===== src/rtl/uart_rx.sv =====
// 8N1 UART receiver with 2-flop input synchroniser, mid-bit sampling and a 1-entry valid/ready holding register.
// Define UART_RX_WORD_EN to pair consecutive bytes into one 16-bit word (first byte in [7:0]).
module uart_rx #(
    parameter int CLOCK_SPEED    = 100_000_000,
    parameter int BAUD_RATE      = 9600,
    parameter int CLOCKS_PER_BIT = (CLOCK_SPEED / BAUD_RATE) + 1
) (
    input  logic        clk,
    input  logic        rst,
    input  logic        rxd,
    output logic [15:0] rx_data,
    output logic        rx_valid,
    input  logic        rx_ready,
    output logic        rx_busy,
    output logic        frame_err,
    output logic        overrun
);

    localparam logic [13:0] HALF_LAST = 14'(CLOCKS_PER_BIT / 2 - 1);
    localparam logic [13:0] BIT_LAST  = 14'(CLOCKS_PER_BIT - 1);

    typedef enum logic [2:0] {
        S_IDLE  = 3'd0,
        S_START = 3'd1,
        S_DATA  = 3'd2,
        S_STOP  = 3'd3,
        S_BRK   = 3'd4
    } state_t;

    state_t      state_q;
    logic        sync1_q, rxs_q;
    logic [13:0] cnt_q;
    logic [2:0]  idx_q;
    logic [7:0]  shift_q;
    logic        byte_done_q;
    logic        frame_err_q;
    logic        overrun_q;
    logic        rx_valid_q;
    logic [15:0] rx_data_q;
    logic        deliver_d;
    logic [15:0] result_d;

    always_ff @(posedge clk) begin
        if (!rst) begin
            sync1_q <= 1'b1;
            rxs_q   <= 1'b1;
        end else begin
            sync1_q <= rxd;
            rxs_q   <= sync1_q;
        end
    end

    always_ff @(posedge clk) begin
        if (!rst) begin
            state_q     <= S_IDLE;
            cnt_q       <= '0;
            idx_q       <= '0;
            shift_q     <= '0;
            byte_done_q <= 1'b0;
            frame_err_q <= 1'b0;
        end else begin
            byte_done_q <= 1'b0;
            frame_err_q <= 1'b0;
            case (state_q)
                S_IDLE: begin
                    if (!rxs_q) begin
                        state_q <= S_START;
                        cnt_q   <= '0;
                    end
                end
                S_START: begin
                    // A start bit that has vanished by mid-bit is treated as a glitch.
                    if (cnt_q == HALF_LAST) begin
                        cnt_q   <= '0;
                        idx_q   <= '0;
                        state_q <= rxs_q ? S_IDLE : S_DATA;
                    end else begin
                        cnt_q <= cnt_q + 14'd1;
                    end
                end
                S_DATA: begin
                    if (cnt_q == BIT_LAST) begin
                        cnt_q          <= '0;
                        shift_q[idx_q] <= rxs_q;
                        if (idx_q == 3'd7) begin
                            state_q <= S_STOP;
                        end else begin
                            idx_q <= idx_q + 3'd1;
                        end
                    end else begin
                        cnt_q <= cnt_q + 14'd1;
                    end
                end
                S_STOP: begin
                    if (cnt_q == BIT_LAST) begin
                        cnt_q <= '0;
                        if (rxs_q) begin
                            state_q     <= S_IDLE;
                            byte_done_q <= 1'b1;
                        end else begin
                            state_q     <= S_BRK;
                            frame_err_q <= 1'b1;
                        end
                    end else begin
                        cnt_q <= cnt_q + 14'd1;
                    end
                end
                S_BRK: begin
                    // Hold here until the line goes idle so a stuck-low line cannot retrigger.
                    if (rxs_q) begin
                        state_q <= S_IDLE;
                        cnt_q   <= '0;
                    end
                end
                default: begin
                    state_q <= S_IDLE;
                    cnt_q   <= '0;
                end
            endcase
        end
    end

`ifdef UART_RX_WORD_EN
    logic       phase_q;
    logic [7:0] lo_q;

    always_ff @(posedge clk) begin
        if (!rst) begin
            phase_q <= 1'b0;
            lo_q    <= '0;
        end else if (frame_err_q) begin
            phase_q <= 1'b0;
        end else if (byte_done_q) begin
            phase_q <= ~phase_q;
            if (!phase_q) begin
                lo_q <= shift_q;
            end
        end
    end

    always_comb begin
        deliver_d = byte_done_q && phase_q;
        result_d  = {shift_q, lo_q};
    end
`else
    always_comb begin
        deliver_d = byte_done_q;
        result_d  = {8'h00, shift_q};
    end
`endif

    always_ff @(posedge clk) begin
        if (!rst) begin
            rx_valid_q <= 1'b0;
            rx_data_q  <= '0;
            overrun_q  <= 1'b0;
        end else begin
            overrun_q <= 1'b0;
            if (rx_valid_q && rx_ready) begin
                rx_valid_q <= 1'b0;
            end
            if (deliver_d) begin
                if (!rx_valid_q || rx_ready) begin
                    rx_data_q  <= result_d;
                    rx_valid_q <= 1'b1;
                end else begin
                    overrun_q <= 1'b1;
                end
            end
        end
    end

    assign rx_data   = rx_data_q;
    assign rx_valid  = rx_valid_q;
    assign rx_busy   = (state_q != S_IDLE);
    assign frame_err = frame_err_q;
    assign overrun   = overrun_q;

endmodule

===== config.mk =====
export PLATFORM = sky130hd
export DESIGN_NAME = uart_rx
export DESIGN_NICKNAME = d
export VERILOG_FILES = /design/src/rtl/uart_rx.sv
export SDC_FILE = /design/constraint.sdc
export NUM_CORES = 1
export LEC_CHECK = 0
export ABC_AREA = 1
export BUFFER_PORTS_ARGS = -buffer_cell sky130_fd_sc_hd__buf_2
export CAP_MARGIN = 20
export CORE_ASPECT_RATIO = 0.9
export CORE_MARGIN = 2
export CORE_UTILIZATION = 62
export CTS_CLUSTER_SIZE = 25
export DETAILED_ROUTE_END_ITERATION = 16
export PLACE_DENSITY = 0.88
export SLEW_MARGIN = 20
export SYNTH_ARGS = -nofsm -noshare
export SYNTH_HDL_FRONTEND = slang
export SYNTH_SLANG_ARGS = --single-unit
export TNS_END_PERCENT = 5

===== constraint.sdc =====
create_clock -name clk -period 3.8 [get_ports clk]
set_clock_uncertainty 0.15 [all_clocks]
set_input_delay 0.38 -clock clk [delete_from_list [all_inputs] [get_ports clk]]
set_output_delay 0.38 -clock clk [all_outputs]
set_load 0.01 [all_outputs]

==> results of run 1 <==
## routing by layer
| layer | global-route usage, % | share of wire, % | up-vias |
|---|---|---|---|
| met5 | 0 | 0 | - |
| met4 | 6.706 | 1.3 | 0 |
| met3 | 9.040 | 6.2 | 7 |
| met2 | 34.34 | 42 | 57 |
| met1 | 33.53 | 51 | 787 |
| li1 | - | - | 980 |
## cell type report
class                   count  area, um^2  area share, %
well taps                  44       55.05          2.387
clock buffers               6       72.57          3.147
inverters                  51       192.7          8.356
repair buffers             15       75.07          3.256
clock inverters             2       13.76         0.5969
multi-input cells         219        1056          45.79
flip-flops and latches     42       840.8          36.46
## cells by family (layout without fill, tap and decap cells)
| group | count (synthesis) | in the layout | share of synthesized area (%) |
|---|---|---|---|
| buffers and inverters | 64 | 74 | 12.73 |
| AND/OR/NAND/NOR | 175 | 175 | 37.13 |
| other | 1 | 8 | 0.1750 |
| AO/OA/AOI/OAI | 29 | 29 | 7.180 |
| adder cells (fa/ha/maj) | 4 | 4 | 2.335 |
| flip-flops | 42 | 42 | 39.23 |
| XOR/XNOR | 3 | 3 | 1.226 |
## final timing paths
| check | startpoint | to | cells past startpoint |
|---|---|---|---|
| setup reg to reg | cnt_q[0]$_SDFFE_PN0P_ | state_q[1]$_SDFFE_PN0P_ | 12 |
| hold reg to reg | sync1_q$_SDFF_PN1_ | rxs_q$_SDFF_PN1_ | 1 |
| hold / removal | rxd | sync1_q$_SDFF_PN1_ | 2 |
| setup / recovery | cnt_q[0]$_SDFFE_PN0P_ | state_q[1]$_SDFFE_PN0P_ | 12 |
## worst register-to-register path, delay by kind of cell, from the launching register on
kind	cells	cell delay (ns)
buffers and inverters	2	0.19
adder cells (fa/ha/maj)	1	0.19
flip-flops	1	0.38
AND/OR/NAND/NOR	9	0.73
## sequential cells by signal, indices dropped and copies added, names as in the netlist
register     flops
byte_done_q      1
cnt_q           14
frame_err        1
idx_q            3
overrun          1
rx_data          8
rx_valid         1
rxs_q            1
shift_q          8
state_q          3
sync1_q          1
## through the flow
| step | cell area (um^2) | setup slack [ns] |
|---|---|---|
| after floorplan | 2170 | 2.260 |
| after global placement | 2220 | 2.086 |
| after detailed placement | 2220 | 2.091 |
| after CTS | 2306 | 2.060 |
| after global routing | 2306 | 1.886 |
| final | 2306 | 2.064 |
## power breakdown
part	total [mW]	internal [mW]	leakage, nW	switching (mW)
Clock	0.281	0.130	0.0452	0.152
Combinational	0.464	0.151	0.734	0.312
Sequential	0.514	0.476	0.340	0.0383
## cell usage in the layout, fill, tap and decap left out, drive strengths merged, types with 4 or more instances in the layout
| cell type | netlist | layout |
|---|---|---|
| ha | 4 | 4 |
| nor3 | 7 | 7 |
| clkinv | 2 | 4 |
| nand2 | 85 | 85 |
| clkbuf | 4 | 6 |
| nor2 | 61 | 61 |
| nand3 | 14 | 14 |
| a21oi | 12 | 12 |
| or2 | 4 | 4 |
| conb | 1 | 8 |
| dfxtp | 42 | 42 |
| buf | 9 | 15 |
| o21ai | 15 | 15 |
| inv | 49 | 49 |
==> results_dict.tcl, run 1 <==
set metrics [dict create \
    cp_data_arrival_time_ns 1.78 \
    yosys.cell_types.count 35 \
    yosys_most_used_dff "dfxtp_1" \
    syn_avg_cell_area_um2 6.740 \
    yosys_warnings 0 \
    cpMostUsedCell "nand2_1" \
    ys_seq_elements 42 \
    totalWireLength_um 3942 \
    synth_commonest_cells "nand2_1, nor2_1, inv_1" \
    endpoint_kind "flop" \
    finalSetupViolations 0 \
    cts.repair.resized 0 \
    grt_pass1_wl_um 7086 \
    synth_edf_count 0 \
    dp.cells 371 \
    place_congestion 0.8965 \
    final_util_pct 68.77 \
    grt_setup_unrepaired "false" \
    clock.fmax_mhz 576.1 \
    viasPerCell 4.831 \
    cts_tree "yes" \
    slowest_stage "dfxtp_1" \
    clock-root-buffer "clkbuf_8" \
    worstPathMaxFanout 7 \
    finalSetupTns_ns 0 \
    postCtsSetupBuffers 0 \
    synthTopCellsByArea "dfxtp_1, nand2_1, nor2_1, inv_1, o21ai_0" \
    finalCritPeriodShare_pct 45.68 \
    drv_cap 0 \
    cts_buffer_depth 2 \
    drc 0 \
    clock_sinks 42 \
    worst_pin_slew_ns 0.8456 \
    clk_latency_ns 0.30 \
    chipWidth_um 65.98 \
    synth_area_um2 2143 \
    holdBufCountCts 0 \
    reg2reg_slack_ns 2.06 \
    grt_max_degree 29 \
    min_period_ns 1.736 \
    async_flop_share_pct 0 \
    dr.pass1.iters 5 \
    portBuffers 15 \
    yosysSeqAreaShare_pct 39.23 \
    hold_viol 0 \
    die_y_um 59.78 \
    first_global_vias 1642 \
    row_count 20 \
    h-tree-depth 2 \
    crit_buf_inv 2 \
    synth_top_area_share_pct 39.23 \
    ant_nets 0 \
    critPathRequiredTime_ns 3.84 \
    dpl.hpwl_um 2982 \
    hp-class "input port to flop" \
    cpPeakStageDelay_ns 0.38 \
    grt_usage_pct 23.88 \
    detail_route.wl_per_cell_um 10.40 \
    coreArea_um2 3353 \
    hold_slack_ns 0.1261 \
    clk_pin_slew_ns 0.08 \
    crit_family "simple AND/OR/NAND/NOR gates" \
    crit_type "flop to flop" \
    nets 342 \
    start_kind "flop" \
    p_leak_nw 1.119 \
    yosys.area.top_type "dfxtp_1" \
    stdcell_count 379 \
    status "completed" \
    irDropWorstVdd_v 0.0004931 \
    cp_cell_sequence "ha_1 > nand2_1 > inv_1 > nand2_1 > nor2_1 > nand2_1 > nand2_1 > nand2_1 > clkinv_2 > nand2_2 > nor2_1 > nor2_2" \
    ios 24 \
    finalPower_mw 1.259 \
    area_delta_synth_final_pct 7.589 \
    antenna_found_initial 0 \
    die_area_um2 3944 \
    initial_core_util_pct 63.92 \
    power.density_nw_per_um2 545.9 \
    antennaDiodeCount 0 \
    cts_made_buffers 5 \
    fill_cells 285 \
    slew_viol_final 0 \
    final_layout_size_suffix_gt1_share_pct 15.22 \
    relSlewSlack_pct 43.42 \
    drt_iter0_markers 107 \
    synthesis.instances 318 \
    overflow 0 \
    synth_most_common_cell "nand2_1" \
    num_vias 1831 \
]
No activity file was read; power rests on OpenSTA's default activity.
==> inputs of run 2 (changes only) <==
ABC_AREA = 0   (was 1)
CORE_UTILIZATION = 57   (was 62)
PLACE_DENSITY = 0.82   (was 0.88)
clock period = 1.77 ns   (was 3.8 ns; I/O delays follow)
==> results_dict.tcl, run 2 <==
set metrics [dict create \
    viasPerCell 5.394 \
    clock_sinks 42 \
    yosys_warnings 0 \
    endpoint_kind "flop" \
    hp-class "input port to flop" \
    finalPower_mw 1.668 \
    worst_r2r_startpoint "cnt_q[8]$_SDFFE_PN0P_" \
    die_y_um 60.19 \
    grt_max_degree 19 \
    yosys.area.top_type "dfxtp_1" \
    worstPathMaxFanout 6 \
    synth_most_common_cell "dfxtp_1" \
    finalSetupViolations 29 \
    status "finished with violations" \
    clock-root-buffer "clkbuf_8" \
    async_flop_share_pct 0 \
    ys_seq_elements 42 \
    row_count 20 \
    crit_type "flop to flop" \
    cts_made_buffers 5 \
    cts_tree "yes" \
    yosys.cell_types.count 46 \
    setup_slack_ns -0.5540 \
    antenna_found_initial 0 \
    ant_nets 0 \
    cp_data_arrival_time_ns 2.35 \
    clk_latency_ns 0.30 \
    yosys_most_used_dff "dfxtp_1" \
    dr.pass1.iters 5 \
    first_global_vias 1649 \
    antennaDiodeCount 0 \
    cp_cell_sequence "or4b_4 > or4_4 > or3_4 > o311ai_4 > o41ai_1" \
    reg2reg_slack_ns -0.55 \
    place_congestion 0.8860 \
    hp-start "rx_ready" \
    p_leak_nw 1.133 \
    drv_cap 0 \
    yosysSeqAreaShare_pct 42.05 \
    dp.cells 312 \
    largest_register_ffs 14 \
    final_common_cell "dfxtp_1" \
    largest_register "cnt_q" \
    nets 286 \
    initial_core_util_pct 59.19 \
    grt_pass1_wl_um 7176 \
    wl_met1_um 1878 \
    coreArea_um2 3378 \
    synthTopCellsByArea "dfxtp_1, mux2i_1, nor2_1, nand2_1, buf_4" \
    clock.fmax_mhz 430.3 \
    overflow 0 \
    totalWireLength_um 4465 \
    synth_area_um2 1999 \
    synth_commonest_cells "dfxtp_1, nor2_1, nand2_1" \
    mostFrequentLayoutCells "dfxtp_1, buf_4, nor2_1" \
    crit_family "simple AND/OR/NAND/NOR gates" \
    clk_pin_slew_ns 0.08 \
    irDropWorstVdd_v 0.0005422 \
    h-tree-depth 2 \
    final_layout_size_suffix_gt1_share_pct 27.34 \
    start_kind "flop" \
    syn_avg_cell_area_um2 8.769 \
    routed-wl-met2_um 2317 \
    synth_top_area_share_pct 42.05 \
    crit_buf_inv 0 \
    routed.top_layer "met4" \
    critPathRequiredTime_ns 1.79 \
    wl_met3_um 201 \
    detail_route.wl_per_cell_um 13.87 \
    dpl.hpwl_um 3007 \
    drt_iter0_markers 170 \
    ios 24 \
    slowest_stage "or4b_4" \
    grt_usage_pct 24.22 \
    area_delta_synth_final_pct 25.41 \
    power.density_nw_per_um2 665.1 \
    stdcell_count 322 \
    die_area_um2 3998 \
    chipWidth_um 66.43 \
    cpPeakStageDelay_ns 0.53 \
    synthesis.instances 228 \
    worstSetupStartpoint "cnt_q[8]$_SDFFE_PN0P_" \
    portBuffers 15 \
    num_vias 1737 \
    violations "setup timing" \
    min_period_ns 2.324 \
    hold_viol 0 \
    synth_edf_count 0 \
    cts_buffer_depth 2 \
    slew_viol_final 0 \
    drc 0 \
    finalCritPeriodShare_pct 131.3 \
    grt_setup_unrepaired "true" \
]
==> run 2: cell types whose count changed in the layout (fill, tap and decap cells not counted), sizes merged, moves of 4 or more <==
cell,previous run,this run
a21oi,12,5
buf,15,52
inv,49,6
mux2i,0,18
nand2,85,27
nand2b,0,6
nand3,14,9
nand3b,0,5
nor2,61,28
o21ai,15,5
or2,4,0
xnor2,0,4
==> run 2: layout make-up <==
| cell class | instances | area, um^2 |
|---|---|---|
| Timing Repair Buffer | 55 | 386.6 |
| Clock buffer | 5 | 68.82 |
| Clock inverter | 2 | 10.01 |
| Tap cell | 44 | 55.05 |
| Multi-Input combinational cell | 168 | 1124 |
| Sequential cell | 42 | 840.8 |
| Inverter | 6 | 22.52 |
| Fill cell | 229 | 870.8 |
==> run 2: worst paths after layout <==
kind                                   to  cells past startpoint
setup reg to reg  shift_q[0]$_SDFFE_PN0P_                      5
hold / removal        rx_valid$_SDFF_PN0_                      4
hold reg to reg          rxs_q$_SDFF_PN1_                      1
setup / recovery  shift_q[0]$_SDFFE_PN0P_                      5
==> run 2: logic make-up (layout without fill, tap and decap cells) <==
group | Yosys count | after routing | synth area share (%)
adder cells (fa/ha/maj) | 4 | 4 | 2.503
buffers and inverters | 25 | 68 | 6.571
flip-flops | 42 | 42 | 42.05
XOR/XNOR | 10 | 10 | 4.380
other | 1 | 8 | 0.1876
multiplexers | 18 | 18 | 9.011
AO/OA/AOI/OAI | 22 | 22 | 7.511
AND/OR/NAND/NOR | 106 | 106 | 27.78
==> run 2: layer usage <==
| metal | global-route usage, % | up-vias |
|---|---|---|
| li1 | - | 859 |
| met1 | 27.57 | 818 |
| met2 | 42.43 | 52 |
| met3 | 6.215 | 8 |
| met4 | 11.66 | 0 |
| met5 | 0 | - |
==> run 2: what timing repair did <==
action,CTS,global route
setup buffers,0,0
gates resized for setup,11,2
setup endpoints to repair,29,30
hold buffers,3,0
pin swaps,5,1
endpoints found under the hold margin,2,0
==> run 2: metrics by stage <==
stage | util, % | TNS (ns) | cell area, um^2 | setup WS (ns) | hold WS (ns)
2_1_floorplan | - | -9.167 | 2026 | -0.5964 | 0.1000
3_3_place_gp | 68.81 | -12.37 | 2325 | -0.5804 | 0.2069
3_5_place_dp | 68.81 | -12.54 | 2325 | -0.6344 | 0.2150
4_1_cts | 73.78 | -10.94 | 2492 | -0.5597 | 0.01822
5_1_grt | 74.22 | -12.91 | 2507 | -0.5905 | 0.06557
6_report | 74.22 | -10.97 | 2507 | -0.5540 | 0.01779
==> run 2: power breakdown <==
group | switching [mW] | internal (mW)
Sequential | 0.00425 | 0.950
Clock | 0.316 | 0.265
Combinational | 0.0785 | 0.0541
==> run 2: worst register-to-register path: stages, from the launching register on <==
cell	delay, ns
dfxtp_1	0.31
or4b_4	0.53
or4_4	0.44
or3_4	0.40
o311ai_4	0.25
o41ai_1	0.11
